File: config.mk
export PLATFORM = sky130hd
export DESIGN_NAME = k_in_row_game_flat
export DESIGN_NICKNAME = d
export VERILOG_FILES = /design/src/rtl/k_in_row_game_pkg.sv /design/src/rtl/k_in_row_game_if.sv /design/src/rtl/k_in_row_game_scan.sv /design/src/rtl/k_in_row_game.sv /design/src/flat_wrapper.sv
export SDC_FILE = /design/constraint.sdc
export NUM_CORES = 1
export LEC_CHECK = 0
export BUFFER_PORTS_ARGS = -buffer_cell sky130_fd_sc_hd__buf_2
export CAP_MARGIN = 10
export CORE_MARGIN = 2
export CORE_UTILIZATION = 50
export DETAILED_ROUTE_END_ITERATION = 8
export PLACE_DENSITY_LB_ADDON = 0.15
export SLEW_MARGIN = 10
export SYNTH_ARGS = -nofsm -noshare
export SYNTH_HDL_FRONTEND = slang
export SYNTH_SLANG_ARGS = --single-unit
File: constraint.sdc
create_clock -name Clk -period 5.3 [get_ports Clk]
set_input_delay 0.795 -clock Clk [delete_from_list [all_inputs] [get_ports Clk]]
set_output_delay 0.795 -clock Clk [all_outputs]
set_load 0.005 [all_outputs]
File: src/rtl/k_in_row_game_pkg.sv
// Shared encodings for the k-in-a-row game: cell values, FSM states and
// scan directions.
package k_in_row_pkg;

    localparam logic [1:0] CELL_EMPTY = 2'b00;
    localparam logic [1:0] CELL_X     = 2'b01;
    localparam logic [1:0] CELL_O     = 2'b10;

    typedef enum logic [2:0] {
        S_INI,
        S_STA,
        S_TURN,
        S_CHECK,
        S_DONE
    } state_t;

    typedef enum logic [1:0] {
        DIR_H,
        DIR_V,
        DIR_D,
        DIR_A
    } dir_t;

    function automatic logic [1:0] mark_of(input logic player);
        return player ? CELL_O : CELL_X;
    endfunction

    function automatic dir_t next_dir(input dir_t d);
        case (d)
            DIR_H:   return DIR_V;
            DIR_V:   return DIR_D;
            DIR_D:   return DIR_A;
            default: return DIR_H;
        endcase
    endfunction

endpackage

File: src/rtl/k_in_row_game_if.sv
// Player-facing bus of the game: buttons in, state/cursor/score/display out.
interface k_in_row_game_if #(
    parameter int N       = 3,
    parameter int SCORE_W = 12
);
    localparam int W = $clog2(N);

    logic               Start;
    logic               Ack;
    logic               BtnU;
    logic               BtnD;
    logic               BtnL;
    logic               BtnR;
    logic               BtnC;
    logic               Qi;
    logic               Qs;
    logic               Qt;
    logic               Qc;
    logic               Qd;
    logic [W-1:0]       CurRow;
    logic [W-1:0]       CurCol;
    logic               Player;
    logic [W-1:0]       RdRow;
    logic [W-1:0]       RdCol;
    logic [1:0]         RdCell;
    logic               Xwins;
    logic               Owins;
    logic               Draw;
    logic [SCORE_W-1:0] P1s;
    logic [SCORE_W-1:0] P2s;

    modport master (
        output Start, Ack, BtnU, BtnD, BtnL, BtnR, BtnC, RdRow, RdCol,
        input  Qi, Qs, Qt, Qc, Qd, CurRow, CurCol, Player, RdCell,
               Xwins, Owins, Draw, P1s, P2s
    );

    modport slave (
        input  Start, Ack, BtnU, BtnD, BtnL, BtnR, BtnC, RdRow, RdCol,
        output Qi, Qs, Qt, Qc, Qd, CurRow, CurCol, Player, RdCell,
               Xwins, Owins, Draw, P1s, P2s
    );

endinterface

File: src/rtl/k_in_row_game_scan.sv
// Line scanner: from the last placed cell, walks each direction one probe per
// cycle and reports done/win combinationally in the deciding cycle.
module k_in_row_scan
    import k_in_row_pkg::*;
#(
    parameter int N = 3,
    parameter int K = 3
) (
    input  logic                 Clk,
    input  logic                 Reset,
    input  logic                 start,
    input  logic [$clog2(N)-1:0] prow,
    input  logic [$clog2(N)-1:0] pcol,
    input  logic [1:0]           mark,
    output logic [$clog2(N)-1:0] probeRow,
    output logic [$clog2(N)-1:0] probeCol,
    input  logic [1:0]           probeCell,
    output logic                 done,
    output logic                 win
);

    localparam int W  = $clog2(N);
    localparam int SW = $clog2(K) + 1;
    localparam logic [SW-1:0] STEP_MAX = SW'(K - 1);

    logic          busy;
    dir_t          dir;
    logic          side;
    logic [SW-1:0] step;
    logic [SW-1:0] cnt;
    logic [W-1:0]  rowQ;
    logic [W-1:0]  colQ;
    logic [1:0]    markQ;

    int   dr;
    int   dc;
    int   r;
    int   c;
    logic onBoard;
    logic hit;
    logic winNow;

    // Candidate cell = placed cell + step * (signed direction vector); an
    // off-board candidate ends the side just like a non-matching cell.
    always_comb begin
        dr = 0;
        dc = 1;
        case (dir)
            DIR_H:   begin dr = 0; dc = 1;  end
            DIR_V:   begin dr = 1; dc = 0;  end
            DIR_D:   begin dr = 1; dc = 1;  end
            default: begin dr = 1; dc = -1; end
        endcase
        if (side) begin
            dr = -dr;
            dc = -dc;
        end
        r       = int'(rowQ) + dr * int'(step);
        c       = int'(colQ) + dc * int'(step);
        onBoard = (r >= 0) && (r < N) && (c >= 0) && (c < N);
        probeRow = onBoard ? r[W-1:0] : '0;
        probeCol = onBoard ? c[W-1:0] : '0;
        hit      = busy && onBoard && (probeCell == markQ);
        winNow   = hit && ((int'(cnt) + 2) >= K);
        win      = winNow;
        done     = busy && (winNow ||
                   ((dir == DIR_A) && side && (!hit || step == STEP_MAX)));
    end

    always_ff @(posedge Clk or posedge Reset) begin
        if (Reset) begin
            busy  <= 1'b0;
            dir   <= DIR_H;
            side  <= 1'b0;
            step  <= '0;
            cnt   <= '0;
            rowQ  <= '0;
            colQ  <= '0;
            markQ <= CELL_EMPTY;
        end else if (start) begin
            busy  <= 1'b1;
            dir   <= DIR_H;
            side  <= 1'b0;
            step  <= SW'(1);
            cnt   <= '0;
            rowQ  <= prow;
            colQ  <= pcol;
            markQ <= mark;
        end else if (busy) begin
            if (done) begin
                busy <= 1'b0;
            end else if (hit && step != STEP_MAX) begin
                step <= step + 1'b1;
                cnt  <= cnt + 1'b1;
            end else begin
                // Side exhausted: flip to the minus side, or move on to the
                // next direction with a fresh match count.
                step <= SW'(1);
                if (!side) begin
                    side <= 1'b1;
                    if (hit) cnt <= cnt + 1'b1;
                end else begin
                    side <= 1'b0;
                    cnt  <= '0;
                    dir  <= next_dir(dir);
                end
            end
        end
    end

endmodule

File: src/rtl/k_in_row_game.sv
// N x N k-in-a-row game: turn FSM, flop board, cursor, scoring; win detection
// is delegated to k_in_row_scan.
module k_in_row_game
    import k_in_row_pkg::*;
#(
    parameter int N       = 3,
    parameter int K       = 3,
    parameter int SCORE_W = 12
) (
    input  logic          Clk,
    input  logic          Reset,
    k_in_row_game_if.slave bus
);

    localparam int W     = $clog2(N);
    localparam int CELLS = N * N;
    localparam int MW    = $clog2(CELLS + 1);
    localparam logic [W-1:0] LAST = W'(N - 1);

    state_t             state;
    logic [1:0]         board [N][N];
    logic [W-1:0]       curRow;
    logic [W-1:0]       curCol;
    logic               player;
    logic               nextFirst;
    logic               xwins;
    logic               owins;
    logic               draw;
    logic [MW-1:0]      moveCnt;
    logic [SCORE_W-1:0] p1s;
    logic [SCORE_W-1:0] p2s;

    logic [W-1:0] probeRow;
    logic [W-1:0] probeCol;
    logic [1:0]   probeCell;
    logic [1:0]   curCell;
    logic [1:0]   curMark;
    logic         scanStart;
    logic         scanDone;
    logic         scanWin;

    assign curCell   = board[curRow][curCol];
    assign probeCell = board[probeRow][probeCol];
    assign curMark   = mark_of(player);
    assign scanStart = (state == S_TURN) && bus.BtnC && (curCell == CELL_EMPTY);

    assign bus.RdCell = ((int'(bus.RdRow) < N) && (int'(bus.RdCol) < N)) ?
                        board[bus.RdRow][bus.RdCol] : CELL_EMPTY;

    k_in_row_scan #(.N(N), .K(K)) u_scan (
        .Clk       (Clk),
        .Reset     (Reset),
        .start     (scanStart),
        .prow      (curRow),
        .pcol      (curCol),
        .mark      (curMark),
        .probeRow  (probeRow),
        .probeCol  (probeCol),
        .probeCell (probeCell),
        .done      (scanDone),
        .win       (scanWin)
    );

    always_ff @(posedge Clk or posedge Reset) begin
        if (Reset) begin
            state     <= S_INI;
            for (int r = 0; r < N; r++)
                for (int c = 0; c < N; c++)
                    board[r][c] <= CELL_EMPTY;
            curRow    <= '0;
            curCol    <= '0;
            player    <= 1'b0;
            nextFirst <= 1'b0;
            moveCnt   <= '0;
            xwins     <= 1'b0;
            owins     <= 1'b0;
            draw      <= 1'b0;
            p1s       <= '0;
            p2s       <= '0;
        end else begin
            case (state)
                S_INI: begin
                    p1s       <= '0;
                    p2s       <= '0;
                    nextFirst <= 1'b0;
                    if (bus.Start) state <= S_STA;
                end
                S_STA: begin
                    for (int r = 0; r < N; r++)
                        for (int c = 0; c < N; c++)
                            board[r][c] <= CELL_EMPTY;
                    curRow  <= '0;
                    curCol  <= '0;
                    moveCnt <= '0;
                    xwins   <= 1'b0;
                    owins   <= 1'b0;
                    draw    <= 1'b0;
                    player  <= nextFirst;
                    state   <= S_TURN;
                end
                S_TURN: begin
                    // A centre press masks every move button in the same cycle.
                    if (bus.BtnC) begin
                        if (curCell == CELL_EMPTY) begin
                            board[curRow][curCol] <= curMark;
                            moveCnt <= moveCnt + 1'b1;
                            state   <= S_CHECK;
                        end
                    end else if (bus.BtnU) begin
                        curRow <= (curRow == '0) ? LAST : curRow - 1'b1;
                    end else if (bus.BtnD) begin
                        curRow <= (curRow == LAST) ? '0 : curRow + 1'b1;
                    end else if (bus.BtnL) begin
                        curCol <= (curCol == '0) ? LAST : curCol - 1'b1;
                    end else if (bus.BtnR) begin
                        curCol <= (curCol == LAST) ? '0 : curCol + 1'b1;
                    end
                end
                S_CHECK: begin
                    if (scanDone) begin
                        if (scanWin) begin
                            if (!player) begin
                                xwins <= 1'b1;
                                if (p1s != '1) p1s <= p1s + 1'b1;
                            end else begin
                                owins <= 1'b1;
                                if (p2s != '1) p2s <= p2s + 1'b1;
                            end
                            nextFirst <= ~nextFirst;
                            state     <= S_DONE;
                        end else if (moveCnt == MW'(CELLS)) begin
                            draw      <= 1'b1;
                            nextFirst <= ~nextFirst;
                            state     <= S_DONE;
                        end else begin
                            player <= ~player;
                            state  <= S_TURN;
                        end
                    end
                end
                S_DONE: begin
                    if (bus.Ack)       state <= S_INI;
                    else if (bus.BtnC) state <= S_STA;
                end
                default: state <= S_INI;
            endcase
        end
    end

    assign bus.Qi     = (state == S_INI);
    assign bus.Qs     = (state == S_STA);
    assign bus.Qt     = (state == S_TURN);
    assign bus.Qc     = (state == S_CHECK);
    assign bus.Qd     = (state == S_DONE);
    assign bus.CurRow = curRow;
    assign bus.CurCol = curCol;
    assign bus.Player = player;
    assign bus.Xwins  = xwins;
    assign bus.Owins  = owins;
    assign bus.Draw   = draw;
    assign bus.P1s    = p1s;
    assign bus.P2s    = p2s;

endmodule

File: src/flat_wrapper.sv
// flat-port wrapper written by rule: the top's interface ports become plain ports
module k_in_row_game_flat import k_in_row_pkg::*;
#(
    parameter int N       = 3,
    parameter int K       = 3,
    parameter int SCORE_W = 12
)
  (Clk, Reset, bus_Start, bus_Ack, bus_BtnU, bus_BtnD, bus_BtnL, bus_BtnR, bus_BtnC, bus_RdRow, bus_RdCol, bus_Qi, bus_Qs, bus_Qt, bus_Qc, bus_Qd, bus_CurRow, bus_CurCol, bus_Player, bus_RdCell, bus_Xwins, bus_Owins, bus_Draw, bus_P1s, bus_P2s);
  k_in_row_game_if #(.N(N), .SCORE_W(SCORE_W)) bus_i ();
  input  logic Clk;
  input  logic Reset;
  input wire logic [$bits(bus_i.Start)-1:0] bus_Start;
  input wire logic [$bits(bus_i.Ack)-1:0] bus_Ack;
  input wire logic [$bits(bus_i.BtnU)-1:0] bus_BtnU;
  input wire logic [$bits(bus_i.BtnD)-1:0] bus_BtnD;
  input wire logic [$bits(bus_i.BtnL)-1:0] bus_BtnL;
  input wire logic [$bits(bus_i.BtnR)-1:0] bus_BtnR;
  input wire logic [$bits(bus_i.BtnC)-1:0] bus_BtnC;
  input wire logic [$bits(bus_i.RdRow)-1:0] bus_RdRow;
  input wire logic [$bits(bus_i.RdCol)-1:0] bus_RdCol;
  output wire logic [$bits(bus_i.Qi)-1:0] bus_Qi;
  output wire logic [$bits(bus_i.Qs)-1:0] bus_Qs;
  output wire logic [$bits(bus_i.Qt)-1:0] bus_Qt;
  output wire logic [$bits(bus_i.Qc)-1:0] bus_Qc;
  output wire logic [$bits(bus_i.Qd)-1:0] bus_Qd;
  output wire logic [$bits(bus_i.CurRow)-1:0] bus_CurRow;
  output wire logic [$bits(bus_i.CurCol)-1:0] bus_CurCol;
  output wire logic [$bits(bus_i.Player)-1:0] bus_Player;
  output wire logic [$bits(bus_i.RdCell)-1:0] bus_RdCell;
  output wire logic [$bits(bus_i.Xwins)-1:0] bus_Xwins;
  output wire logic [$bits(bus_i.Owins)-1:0] bus_Owins;
  output wire logic [$bits(bus_i.Draw)-1:0] bus_Draw;
  output wire logic [$bits(bus_i.P1s)-1:0] bus_P1s;
  output wire logic [$bits(bus_i.P2s)-1:0] bus_P2s;
  assign bus_i.Start = bus_Start;
  assign bus_i.Ack = bus_Ack;
  assign bus_i.BtnU = bus_BtnU;
  assign bus_i.BtnD = bus_BtnD;
  assign bus_i.BtnL = bus_BtnL;
  assign bus_i.BtnR = bus_BtnR;
  assign bus_i.BtnC = bus_BtnC;
  assign bus_i.RdRow = bus_RdRow;
  assign bus_i.RdCol = bus_RdCol;
  assign bus_Qi = bus_i.Qi;
  assign bus_Qs = bus_i.Qs;
  assign bus_Qt = bus_i.Qt;
  assign bus_Qc = bus_i.Qc;
  assign bus_Qd = bus_i.Qd;
  assign bus_CurRow = bus_i.CurRow;
  assign bus_CurCol = bus_i.CurCol;
  assign bus_Player = bus_i.Player;
  assign bus_RdCell = bus_i.RdCell;
  assign bus_Xwins = bus_i.Xwins;
  assign bus_Owins = bus_i.Owins;
  assign bus_Draw = bus_i.Draw;
  assign bus_P1s = bus_i.P1s;
  assign bus_P2s = bus_i.P2s;
  k_in_row_game #(.N(N), .K(K), .SCORE_W(SCORE_W)) u_core (.Clk(Clk), .Reset(Reset), .bus(bus_i));
endmodule
Yosys cells after proc, flatten, opt, wreduce, memory -nomap -nowiden
Index checks and enable logic that the tools add are counted.
Widths: inputs -> output; s select.
{ "op_classes": {"add_sub_neg": 14, "mul": 2, "n_div": 0, "n_lt_le_gt_ge": 15, "eq_ne": 36, "shift": 0, "mux": 114, "bitwise_logic": 8, "reduce_logical": 45} }
{ "ops": {"columns": ["operator", "count"], "rows": [
  ["$mux 12", 8],
  ["$add 3x32->32", 2],
  ["$ge 32x1->1 const B", 2],
  ["$lt 32x3->1 const B", 2],
  ["$mul 32x4->32", 2],
  ["$mux 32", 2],
  ["$pmux 32 s2", 1],
  ["$mux 2", 28],
  ["$mux 3", 18],
  ["$pmux 12 s2", 2],
  ["$mux 6", 7],
  ["$bmux 6 s2", 3],
  ["$mux 18", 2],
  ["$pmux 18 s2", 1],
  ["$neg 1->32", 1],
  ["$neg 32->32", 1],
  ["$add 12x1->12 const B", 2],
  ["$mux 1", 24],
  ["$ne 12x12->1 const B", 2],
  ["$reduce_and 4->1", 5],
  ["$reduce_and 5->1", 4],
  ["$bwmux 18", 1],
  ["$ge 3x3->1 const B", 6],
  ["$ne 2x1->1 const B", 9],
  ["other kinds (40)", 99]
]} }
{ "word_totals": {"register_bits": 74, "latch_bits": 0, "ramBits": 0, "mem_bits_ro": 0, "input_bits": 13, "output_inout_bits": 39, "elab_cells": 262, "mem_count": 0} }

Longest topological paths before layout
Gate-level depths: netlist (run 1).
{ "logic_depth": {"word_depth": 28, "mapped_depth": 25, "depth_no_buf": 24} }

Hierarchy
From an unflattened synthesis (run 1), not the netlist that was laid out.
{ "hier_totals": {"cells_unflattened": 890, "area_unflattened_um2": 7524.7} }
{ "modules_own_cells": {"columns": ["mod", "n_inst", "cells_per_inst", "area_per_inst_um2", "seq_area_each_um2"], "rows": [
  ["k_in_row_scan", 1, 495, 3917.5, 400.4],
  ["k_in_row_game", 1, 395, 3607.2, 1451.4]
]} }

Worst setup path after synthesis (run 1)
OpenSTA, ideal clock, no wires.
{ "synth_timing": {"path_type": "register to register", "start": "register u_core.u_scan.dir[0]", "end": "register u_core.p1s[9], in the netlist u_core.bus.P1s[9]", "setup_ps": 66, "t_arrival_ps": 5716, "required_time_ps": 5234, "slack_ps": -482, "path_stages_with_launch": 26, "path_buffers": 1, "synth_period_minus_slack_ps": 5782, "path_cell_list": "dfrtp_1 > inv_1 > ha_1 > nor2b_1 > nand2_1 > ha_1 > fa_1 > ha_1 > nor2_1 > a21oi_1 > a21oi_1 > o21bai_1 > inv_1 > fa_1 > or4_1 > a311oi_1 > and4_1 > o221ai_1 > nor4_1 > o2111ai_1 > nor4_4 > nand3_2 > or2_1 > clkbuf_2 > or4_1 > nand2_1"} }
{ "synth_via": {"elab_chain_len": 27, "elab_cells_between_ends": 45, "classes_between": "add/sub: 4; mul: 2; order compare: 4; eq/ne: 6; mux: 12; bitwise: 2; reduce/logical: 15"} }
{ "synth_lines": {"columns": ["item", "line_no", "text"], "rows": [
  ["from (decl)", "k_in_row_game_scan.sv:27", "dir_t dir;"],
  ["from (signal assigned)", "k_in_row_game_scan.sv:105", "dir <= next_dir(dir);"],
  ["$eq 2x2->1 / $logic_not 2->1 (equally long branches)", "k_in_row_game_scan.sv:48", "case (dir)"],
  ["$reduce_or 2->1 (no source line) / $mux 1 (equally long branches)", null, null],
  ["$pmux 32 s2 / $neg 1->32 (equally long branches)", "k_in_row_game_scan.sv:48, k_in_row_game_scan.sv:55", null],
  ["$neg 32->32 / $mux 32 (equally long branches)", "k_in_row_game_scan.sv:56, k_in_row_game_scan.sv:54", null],
  ["$mux 32 / $mul 32x4->32 (equally long branches)", "k_in_row_game_scan.sv:54, k_in_row_game_scan.sv:58", null],
  ["$mul 32x4->32 / $add 3x32->32 (equally long branches)", "k_in_row_game_scan.sv:59, k_in_row_game_scan.sv:58", null],
  ["$add 3x32->32 (tied with other cells)", "k_in_row_game_scan.sv:59", "c = int'(colQ) + dc * int'(step);"],
  ["$ge 32x1->1 / $logic_and 1x1->1 (equally long branches)", "k_in_row_game_scan.sv:60", "onBoard = (r >= 0) && (r < N) && (c >= 0) && (c < N);"],
  ["(+11 left out)", null, null],
  ["$logic_and 1x1->1", "k_in_row_game_scan.sv:63", "hit = busy && onBoard && (probeCell == markQ);"],
  ["$logic_not 1->1", "k_in_row_game_scan.sv:67", "((dir == DIR_A) && side && (!hit || step == STEP_MAX)));"],
  ["$logic_or 1x1->1", "k_in_row_game_scan.sv:67", null],
  ["$logic_and 1x1->1", "k_in_row_game_scan.sv:67", null],
  ["$logic_or 1x1->1", "k_in_row_game_scan.sv:66", "done = busy && (winNow ||"],
  ["$logic_and 1x1->1", "k_in_row_game_scan.sv:66", null],
  ["$ne 2x1->1 (no source line)", null, null],
  ["$reduce_and 5->1 (no source line) (*)", null, null],
  ["to (signal assigned)", "k_in_row_game.sv:124", "if (p1s != '1) p1s <= p1s + 1'b1;"],
  ["to (decl)", "k_in_row_game.sv:30", "logic [SCORE_W-1:0] p1s;"]
]} }
Every way passes the cells marked *; elsewhere a longest branch is shown, timed or not. The select of a mux whose other input is x is not followed.
A chain may end at the register's enable or synchronous reset.

Worst setup path in the final report (run 1)
{ "layout_timing": {"start": "register u_core.u_scan.dir[1]", "end": "register u_core.u_scan.step[1]"} }
{ "layout_via": {"elab_chain_len": 27, "elab_cells_between_ends": 49, "classes_between": "add/sub: 4; mul: 2; order compare: 4; eq/ne: 5; mux: 16; bitwise: 2; reduce/logical: 16"} }
{ "layout_lines": {"columns": ["item", "line_no", "text"], "rows": [
  ["$eq 2x2->1 / $logic_not 2->1 (equally long branches)", "k_in_row_game_scan.sv:48", null],
  ["$reduce_or 2->1 (no source line) / $mux 1 (equally long branches)", null, null],
  ["$pmux 32 s2 / $neg 1->32 (equally long branches)", "k_in_row_game_scan.sv:48, k_in_row_game_scan.sv:55", null],
  ["$neg 32->32 / $mux 32 (equally long branches)", "k_in_row_game_scan.sv:56, k_in_row_game_scan.sv:54", null],
  ["$mux 32 / $mul 32x4->32 (equally long branches)", "k_in_row_game_scan.sv:54, k_in_row_game_scan.sv:58", null],
  ["$mul 32x4->32 / $add 3x32->32 (equally long branches)", "k_in_row_game_scan.sv:59, k_in_row_game_scan.sv:58", null],
  ["$add 3x32->32 (tied with other cells)", "k_in_row_game_scan.sv:59", null],
  ["$ge 32x1->1 / $logic_and 1x1->1 (equally long branches)", "k_in_row_game_scan.sv:60", null],
  ["(+11 left out)", null, null],
  ["$logic_and 1x1->1", "k_in_row_game_scan.sv:63", null],
  ["$logic_not 1->1", "k_in_row_game_scan.sv:67", null],
  ["$logic_or 1x1->1", "k_in_row_game_scan.sv:67", null],
  ["$logic_and 1x1->1", "k_in_row_game_scan.sv:67", null],
  ["$logic_or 1x1->1", "k_in_row_game_scan.sv:66", null],
  ["$logic_and 1x1->1", "k_in_row_game_scan.sv:66", null],
  ["$ne 2x1->1 (no source line)", null, null],
  ["$reduce_and 2->1 (no source line)", null, null],
  ["to (signal assigned)", "k_in_row_game_scan.sv:93", "step <= step + 1'b1;"],
  ["to (decl)", "k_in_row_game_scan.sv:29", "logic [SW-1:0] step;"]
]} }
Several ways; a longest one is shown, not always the timed one. The select of a mux whose other input is x is not followed.

==> summary.txt, run 1 <==
status = finished, violations left
violated checks = setup timing
largest family of logic cells by synthesized area = simple AND/OR/NAND/NOR gates
global-route wire length before repair = 38250 microns
CTS tree = done
Worst Reg-to-Reg Cells = 27
Post-Route WL = 23830 microns
Num CTS Buffers = 9
maximum fanout along the worst path = 5
Layout Nets = 1319
max-cap violation count = 0
ys async rst share = 100.0%
final worst path period share = 105.8%
Final min period = 5.605 ns
Clock Tree Buf Depth = 2
Synth Area in Simple Gates = 24.57%
H-tree depth = 3
IO Pins = 52
Hold Path Cell Cnt = 2
clk_lat worst skew = 0.33 ns
Initial Util = 50.56%
fraction of layout cells with a size suffix above 1 = 31.89%
dominant synthesized flop cell = dfrtp_1
most area-hungry cell type in the Yosys netlist = dfrtp_1
routed len/inst = 16.56 microns
final worst setup slack = -0.3053 ns
CP arrival = 5.77 ns
via count = 8235
max-slew violations = 0
Core Box Area = 15710 sq um
DIE HEIGHT = 130.0 microns
P&R area growth vs syn = 33.85%
Port Buffer Count = 51
reg-to-reg slack, setup = -0.31 ns
Placer Congestion = 0.9587
Pwr Density = 472.3 nW/um^2
Netlist Area Pre-Place = 7944 sq um
largest net degree at the start of global routing = 41
Post-Syn Area per Cell = 8.073 sq um
setup TNS = -6.933 ns
DIE WIDTH = 130.0 microns
post-synthesis mux area share = 4.284%
total track usage = 28.06%
PnR Total Power = 5022 uW
P_leak = 0.005160 uW
post-synthesis xor/xnor area fraction = 3.134%
die footprint = 16910 sq um
fraction of the mapped netlist area in adder cells = 16.03%
Via density = 5.723
worst clock skew = 0.01002 ns
total grt overflow = 0
Final Hold Fails = 0
antenna fix cells = 0
synth top area cells = dfrtp_1, ha_1, nand2_1, fa_1, o21ai_0
commonest non-fill, non-tap cells in the layout = buf_4, nand2_1, dfrtp_1
CP Capture Type = flip-flop
RSZ-0062 raised after global routing = true
synthesized flop and latch total = 74
Reg clk slew, reported paths = 0.06 ns
EDFF count, synth = 0
worst vdd ir = 0.3102 mV
register area share after synthesis = 23.31%
final setup fails = 42
Yosys warnings = 0
post-DP HPWL = 18250 microns
Worst Setup Path Type = flip-flop to flip-flop
drt drc = 0
CTS root buf = clkbuf_16
critical path required time = 5.46 ns
complex-gate fraction of the synthesized area = 22.40%
Slew @ Worst Pin = 1.278 ns
Final ANT Viol Nets = 0
Synth cell types = 94
clock sink count = 74
drt pass-1 iters = 5
Slew Limit Headroom = 14.69%
DRT iter0 DRCs = 644
HP Class = flip-flop to flip-flop
row cnt = 46
initial antenna violation count = 0
syn nets = 1085
commonest non-fill, non-tap cell in the layout = buf_4
CP Launch Type = flip-flop
number of global-route vias before repair = 7912
synthesized instance count = 984
fmax = 178.4 MHz
top-area cell type share of the netlist area = 23.31%
## power breakdown
group / switching (uW) / internal (uW) / leakage [uW]
clock: 245 / 317 / 0.000121
sequential: 230 / 694 / 0.000966
combinational: 1910 / 1620 / 0.00407
## state kept, by name (all words and copies together) (netlist names), 2 cells and up
register	flops
u_core.bus.CurCol	2
u_core.u_scan.dir	2
u_core.bus.P2s	12
u_core.u_scan.markQ	2
u_core.bus.P1s	12
u_core.u_scan.cnt	3
u_core.u_scan.colQ	2
u_core.state	3
u_core.u_scan.rowQ	2
u_core.board	18
u_core.u_scan.step	3
u_core.bus.CurRow	2
u_core.moveCnt	4
## metal layers
layer / vias up / wire, microns / global-route usage [%]
met2: 222 / 11540 / 47.86
met4: 0 / 424 / 7.400
met3: 37 / 985 / 3.034
met1: 3937 / 10880 / 38.12
li1: 4039 / - / -
met5: - / 0 / 0
## area by class of cell
cell class / instances / area, sq um
Clock inverter: 6 / 43.79
Timing Repair Buffer: 261 / 1892
Fill cell: 1308 / 5080
Multi-Input combinational cell: 794 / 6053
Tap cell: 216 / 270.3
Sequential cell: 74 / 1852
Inverter: 78 / 292.8
Clock buffer: 10 / 229.0
## synthesized netlist by cell type (4+ instances only)
library cell    n
a21o_1         13
fa_1           23
nand4_1        15
clkbuf_1       21
o22ai_1        10
o211ai_1       10
mux2_2          8
o21ai_1         4
or4_1          10
xnor2_1         6
and3_1         18
ha_1           65
o31ai_1        13
o2111ai_1       5
and4_1          4
or3_1           6
o21ai_0        67
nor3b_1         5
o21bai_1       11
nor2b_1        10
nor4_1          9
dfrtp_1        74
nand2_1       124
nor3_1         35
a31oi_1         6
a22oi_1         4
nand3b_1        5
a21oi_1        57
and2_1          7
nand2b_1       11
nor2_1         72
mux2i_1        25
o311ai_0        4
a211oi_1        8
nand3_1        20
xor2_1         15
o21a_1          7
buf_2           9
inv_1          77
## kinds of logic after synthesis
group                      count (synthesis)
AOI/OAI and AO/OA                        266
buffers and inverters                    116
adders and majority gates                 88
xor gates and xnor gates                  25
muxes                                     33
and+or+nand+nor                          382
DFF                                       74
## timing repair
action / 4_1_cts / 5_1_grt
endpoints found under the setup margin: 42 / 42
hold endpoints to repair: 0 / 0
buffers inserted: 4 / 7
pin swaps: 15 / 27
resized for setup: 21 / 82
hold buffers: 0 / 0
## per-stage QoR
stage	hold slack (ns)	cell area [sq um]	setup slack (ns)	utilization (%)	std cells
after floorplan	0.4839	8034	-0.1301	-	984
after global placement	0.4790	9873	-0.3389	62.84	1415
after detailed placement	0.4968	9873	-0.4506	62.84	1415
after CTS	0.5131	10270	-0.4507	65.38	1435
after global routing	0.5368	10630	-0.5239	67.67	1439
final	0.5221	10630	-0.3053	67.67	1439
## worst max-delay path: stages, from the launching register on
cell and delay [ns]:
dfrtp_1 0.38, inv_2 0.06, ha_4 0.18, nor2b_4 0.13, nand2_2 0.08, ha_4 0.26, fa_1 0.47, ha_4 0.32
nor2_4 0.03, a21oi_2 0.14, a21oi_2 0.09, o21bai_1 0.16, fa_1 0.43, or4_1 0.50, a311oi_1 0.20, and4_1 0.24
o221ai_2 0.10, nor4_2 0.17, buf_4 0.18, o2111ai_4 0.15, buf_6 0.17, or2_4 0.23, nor4b_4 0.23, buf_4 0.19
o21ai_4 0.06, buf_6 0.15, nand2_2 0.07, a21oi_2 0.05
## final timing paths
| check | start | to |
|---|---|---|
| setup reg to reg | u_core.u_scan.dir[1] | u_core.u_scan.step[1] |
| max in group asynchronous | Reset | u_core.board[12] |
| min in group asynchronous | Reset | u_core.bus.P1s[1] |
| hold reg to reg | u_core.bus.Xwins | u_core.bus.Xwins |
| setup / recovery | u_core.u_scan.dir[1] | u_core.u_scan.step[1] |
| hold / removal | u_core.bus.Xwins | u_core.bus.Xwins |
Note: power is estimated with default switching activity, not from simulation.
==> inputs of run 2 (changes only) <==
--- a/config.mk
+++ b/config.mk
@@ -10,6 +10,7 @@
 export CORE_MARGIN = 2
 export CORE_UTILIZATION = 50
 export DETAILED_ROUTE_END_ITERATION = 8
+export MAX_ROUTING_LAYER = met4
 export PLACE_DENSITY_LB_ADDON = 0.15
 export SLEW_MARGIN = 10
 export SYNTH_ARGS = -nofsm -noshare
==> run 2 against run 1 <==
Net effect:
- the run still ends with setup timing left
- sequential cell count is the same
- utilization grew 0.82 points
- maximum frequency down 2.4%
- setup slack got worse by 0.14 ns
==> summary.txt, run 2 (synthesis gave the netlist of run 1 again) <==
status = finished, violations left
violated checks = setup timing
largest net degree at the start of global routing = 44 (+7.3%)
PnR Total Power = 5275 uW (+5.0%)
CP Capture Type = flip-flop
final worst path period share = 108.3% (+2.6 points)
H-tree depth = 3 (unchanged)
# placed instances = 1410 (-0.35%)
final worst setup slack = -0.4416 ns (-0.1363 ns)
Clock Power Share = 13.7% (+2.5 points)
DIE HEIGHT = 130.0 microns (unchanged)
Via density = 5.838 (+2.0%)
HP Class = flip-flop to flip-flop
non-filler instance count after layout = 1441 (+0.14%)
filler instances = 1276 (-2.4%)
cell internal pwr = 2834 uW (+7.5%)
Final ANT Viol Nets = 0 (unchanged)
total grt overflow = 0 (unchanged)
setup TNS = -10.78 ns (-3.851 ns)
CP arrival = 5.98 ns (+0.21 ns)
fraction of layout cells with a size suffix above 1 = 32.00% (+0.11 points)
die footprint = 16910 sq um (unchanged)
row cnt = 46 (unchanged)
Switching Share = 46.28% (-1.3 points)
power share of the combinational group = 68.8% (-1.6 points)
initial antenna violation count = 0 (unchanged)
final setup fails = 42 (unchanged)
CTS root buf = clkbuf_16
Worst path slowest cell = or4_4
Initial Util = 50.56% (unchanged)
commonest non-fill, non-tap cells in the layout = buf_4, nand2_1, dfrtp_1
Slew Limit Headroom = 20.88% (+6.2 points)
Biggest register = u_core.board
Placer Congestion = 0.9489 (-1.0%)
pre-CTS setup slack = -0.5081 ns (-0.05747 ns)
P_leak = 0.005243 uW (+1.6%)
Final min period = 5.742 ns (+0.1363 ns)
P_sw = 2441 uW (+2.3%)
Flop pwr share = 17.5% (-0.9 points)
Design Area, Final = 10760 sq um (+1.2%)
via count = 8413 (+2.2%)
Final Hold Fails = 0 (unchanged)
max-slew violations = 0 (unchanged)
RSZ-0062 raised after global routing = true
IO Pins = 52 (unchanged)
number of global-route vias before repair = 7961 (+0.62%)
multi-input logic area = 6088 sq um (+0.58%)
DIE WIDTH = 130.0 microns (unchanged)
global-route wire length before repair = 39050 microns (+2.1%)
Layout Nets = 1321 (+0.15%)
max-cap violation count = 0 (unchanged)
P&R area growth vs syn = 35.47%
critical path required time = 5.54 ns (+0.08 ns)
CP Launch Type = flip-flop
total track usage = 29.68% (+1.6 points)
drt pass-1 iters = 5 (unchanged)
Worst Setup Path Type = flip-flop to flip-flop
FF/Latch Area = 1852 sq um (unchanged)
Clock Tree Buf Depth = 2 (unchanged)
Core Box Area = 15710 sq um (unchanged)
drt drc = 0 (unchanged)
antenna fix cells = 0 (unchanged)
Slew @ Worst Pin = 1.186 ns (-0.09276 ns)
routed len/inst = 16.92 microns (+2.2%)
Post-Route WL = 24380 microns (+2.3%)
commonest non-fill, non-tap cell in the layout = buf_4
Pwr Density = 490.2 nW/um^2 (+3.8%)
CTS tree = done
Post-DP Area = 9861 sq um (-0.13%)
maximum fanout along the worst path = 5 (unchanged)
critical path's most frequent cell = buf_4
post-DP HPWL = 18400 microns (+0.84%)
Port Buffer Count = 51 (unchanged)
Num CTS Buffers = 9 (unchanged)
worst vdd ir = 0.3568 mV (+15%)
CP max stage delay = 0.53 ns (+0.03 ns)
worst clock skew = 0.005460 ns (-0.004556 ns)
clock sink count = 74 (unchanged)
clk_lat worst skew = 0.34 ns (about the same)
max reg flops = 18 (unchanged)
Reg clk slew, reported paths = 0.06 ns (about the same)
fmax = 174.2 MHz (-2.4%)
cts hold-fix bufs = 0 (unchanged)
DRT iter0 DRCs = 652 (+1.2%)
## run 2: layer usage
metal / routed length (microns) / part of all wire (%) / track usage, % / vias up
met5: 0 / 0 / - / -
met4: 512 / 2.1 / 8.665 / 0
met1: 10870 / 45 / 39.55 / 4069
li1: - / - / - / 4043
met2: 11800 / 48 / 48.35 / 258
met3: 1200 / 4.9 / 2.829 / 43
## run 2: layout make-up
cell class                      instances  share of cell area [%]
Clock buffer                            9                   2.093
Tap cell                              216                   2.511
Sequential cell                        74                   17.21
Timing Repair Buffer                  263                   17.74
Clock inverter                          7                   1.151
Inverter                               78                   2.721
Multi-Input combinational cell        794                   56.57
## run 2: path summary, 6_finish.rpt
| check | startpoint | endpoint | slack (ns) | cells past startpoint |
|---|---|---|---|---|
| setup / recovery | u_core.u_scan.dir[1] | u_core.nextFirst | -0.44 | 27 |
| hold / removal | u_core.bus.Xwins | u_core.bus.Xwins | 0.50 | 2 |
| setup reg to reg | u_core.u_scan.dir[1] | u_core.nextFirst | -0.44 | 27 |
| hold reg to reg | u_core.bus.Xwins | u_core.bus.Xwins | 0.50 | 2 |
| max in group asynchronous | Reset | u_core.board[13] | 3.67 | 3 |
| min in group asynchronous | Reset | u_core.state[1] | 0.66 | 2 |
## run 2: critical path, delay by kind of cell (launching register included)
| family | cells | cell delay, ns |
|---|---|---|
| compound gates | 8 | 1.23 |
| fa+ha+maj | 5 | 1.57 |
| buf+inv | 6 | 0.76 |
| flops | 1 | 0.37 |
| simple gates | 8 | 1.71 |
## run 2: metrics by stage
| step | utilization (%) | hold slack (ns) |
|---|---|---|
| finish | 68.49 | 0.5049 |
| CTS | 66.22 | 0.5082 |
| detailed placement | 62.76 | 0.4922 |
| floorplan | - | 0.4839 |
| global placement | 62.76 | 0.4777 |
| global route | 68.49 | 0.5297 |
## run 2: repair_timing
action	in CTS	in global routing
endpoints found under the setup margin	42	42
endpoints found under the hold margin	0	0
resized for setup	33	68
setup buffers	7	9
pin swaps	10	31
## run 2: power by group through the flow
| stage | clock (uW) | combinational, uW | sequential (uW) |
|---|---|---|---|
| floorplan | 0 | 2140 | 823 |
| global placement | 0 | 3300 | 921 |
| detailed placement | 0 | 3360 | 921 |
| CTS | 732 | 3470 | 912 |
| global route | 751 | 3990 | 940 |
| finish | 724 | 3630 | 922 |
==> inputs of run 3 (changes only) <==
==> constraint.sdc (replaced) <==
create_clock -name Clk -period 5.5 [get_ports Clk]
set_input_delay 0.825 -clock Clk [delete_from_list [all_inputs] [get_ports Clk]]
set_output_delay 0.825 -clock Clk [all_outputs]
set_load 0.005 [all_outputs]
==> run 3 against run 2 <==
Net effect:
- the run still ends with setup timing left
- cell area shrank 0.62%
- maximum frequency grew 2.7%
- critical path depth is the same
- count of clock-buffer cells in the layout is the same
- clock skew grew 0.0041 ns
- sequential power shrank 4.6%
- final cell count shrank 1.1%
- sequential cell count is the same
- combinational power shrank 2%
- largest power group unchanged
==> summary.txt, run 3 (synthesis gave the netlist of run 1 again) <==
M3 GR Usage = 2.255% (-0.57 points)
Initial Util = 50.56% (unchanged)
worst clock skew = 0.009582 ns (+0.004121 ns)
routed len/inst = 17.04 microns (+0.70%)
Num CTS Buffers = 9 (unchanged)
via count = 8353 (-0.71%)
Slew Limit Headroom = 8.815% (-12 points)
Reg clk slew, reported paths = 0.06 ns (about the same)
Layout Nets = 1305 (-1.2%)
maximum fanout along the worst path = 5 (unchanged)
Biggest register = u_core.board
post-DP HPWL = 18070 microns (-1.8%)
antenna fix cells = 0 (unchanged)
Util after Layout = 68.07% (-0.42 points)
largest net degree at the start of global routing = 50 (+14%)
initial antenna violation count = 0 (unchanged)
commonest non-fill, non-tap cells in the layout = buf_4, nand2_1, dfrtp_1
GRT met2 Usage = 46.75% (-1.6 points)
non-filler instance count after layout = 1425 (-1.1%)
Core Box Area = 15710 sq um (unchanged)
clock sink count = 74 (unchanged)
Placer Congestion = 0.9629 (+1.5%)
CTS tree = done
P&R area growth vs syn = 34.64%
total track usage = 28.87% (-0.81 points)
CTS root buf = clkbuf_16
Via density = 5.862 (+0.40%)
fmax = 178.8 MHz (+2.7%)
number of global-route vias before repair = 7733 (-2.9%)
H-tree depth = 3 (unchanged)
Worst Setup Path Type = flip-flop to flip-flop
DRT iter0 DRCs = 721 (+11%)
final worst path period share = 101.7% (-6.7 points)
final setup fails = 15 (-64%)
global-route wire length before repair = 38130 microns (-2.4%)
final worst setup slack = -0.09182 ns (+0.3498 ns)
IO Pins = 52 (unchanged)
Pwr Density = 467.7 nW/um^2 (-4.6%)
die footprint = 16910 sq um (unchanged)
HP Class = flip-flop to flip-flop
DIE WIDTH = 130.0 microns (unchanged)
total grt overflow = 0 (unchanged)
drt drc = 0 (unchanged)
Final ANT Viol Nets = 0 (unchanged)
drt pass-1 iters = 6 (+1)
commonest non-fill, non-tap cell in the layout = buf_4
row cnt = 46 (unchanged)
status = finished, violations left
GRT busiest layer = met2
max reg flops = 18 (unchanged)
Final min period = 5.592 ns (-0.1498 ns)
violated checks = setup timing
Post-Route WL = 24280 microns (-0.42%)
CP Launch Type = flip-flop
max-cap violation count = 0 (unchanged)
critical path required time = 5.74 ns (+0.20 ns)
Slew @ Worst Pin = 1.366 ns (+0.1808 ns)
max-slew violations = 0 (unchanged)
met1 global-route usage = 39.04% (-0.52 points)
Post-DP Area = 9677 sq um (-1.9%)
# placed instances = 1390 (-1.4%)
CP Capture Type = flip-flop
Clock Tree Buf Depth = 2 (unchanged)
Design Area, Final = 10700 sq um (-0.62%)
fraction of layout cells with a size suffix above 1 = 32.59% (+0.59 points)
DIE HEIGHT = 130.0 microns (unchanged)
RSZ-0062 raised after global routing = true
Hold WS = 0.4948 ns (-0.01004 ns)
Port Buffer Count = 51 (unchanged)
CP arrival = 5.83 ns (-0.15 ns)
P_leak = 0.005151 uW (-1.7%)
worst vdd ir = 0.3324 mV (-6.8%)
clk_lat worst skew = 0.33 ns (about the same)
Final Hold Fails = 0 (unchanged)
pre-CTS setup slack = -0.3049 ns (+0.2032 ns)
-- run 3: stage by stage --
step           total power (uW)  TNS [ns]
2_1_floorplan              2841         0
4_1_cts                    4719    -2.279
3_5_place_dp               4039    -6.061
3_3_place_gp               4003    -3.317
5_1_grt                    5392    -11.23
6_report                   5002   -0.8509
-- run 3: report_power, final --
group	total (uW)	internal (uW)	leakage, uW	switching (uW)
Combinational	3540	1600	0.00404	1930
Sequential	880	669	0.000966	210
Clock	583	350	0.000145	233
-- run 3: worst paths after layout --
path                                       from                 to  slack, ns  cells past startpoint
max                        u_core.u_scan.dir[0]  u_core.bus.P1s[8]      -0.09                     27
min                            u_core.bus.Xwins   u_core.bus.Xwins       0.49                      2
max reg2reg                u_core.u_scan.dir[0]  u_core.bus.P1s[8]      -0.09                     27
min reg2reg                    u_core.bus.Xwins   u_core.bus.Xwins       0.49                      2
max in group asynchronous                 Reset  u_core.bus.P2s[4]       3.91                      3
min in group asynchronous                 Reset   u_core.bus.Owins       0.54                      2
-- run 3: final cells by class --
cell class	instances	area (sq um)
inverters	78	295.3
clock inverters	7	70.07
fillers	1287	5017
flip-flops and latches	74	1852
multi-input cells	794	6181
repair buffers	247	1802
well taps	216	270.3
clock buffers	9	225.2
-- run 3: critical path, stage by stage, from the launching register on --
cell and delay, ns:
dfrtp_1 0.39, buf_4 0.14, ha_1 0.20, mux2_2 0.32, nand2_2 0.11, inv_1 0.08, buf_4 0.15, ha_1 0.26
inv_1 0.07, fa_1 0.49, inv_1 0.06, ha_1 0.32, buf_4 0.14, nand4_1 0.17, buf_4 0.20, nor2_1 0.20
a21o_1 0.24, buf_4 0.13, a31oi_1 0.10, a2111oi_2 0.32, buf_4 0.18, and4_4 0.25, buf_4 0.12, nand3_2 0.08
buf_6 0.15, buf_8 0.12, or3_1 0.35, a21oi_1 0.15
-- run 3: metal layers --
layer / vias up / share of wire (%) / wire [microns]
li1: 4003 / - / -
met1: 4059 / 46 / 11150
met2: 257 / 48 / 11580
met3: 34 / 4.4 / 1061
met4: 0 / 2.0 / 486
met5: - / 0 / 0
-- run 3: repair_timing --
| action | in CTS | in global routing |
|---|---|---|
| pin swaps | 15 | 30 |
| gates resized for setup | 34 | 94 |
| setup buffers | 4 | 15 |
| endpoints found under the setup margin | 41 | 42 |
| hold buffers | 0 | 0 |
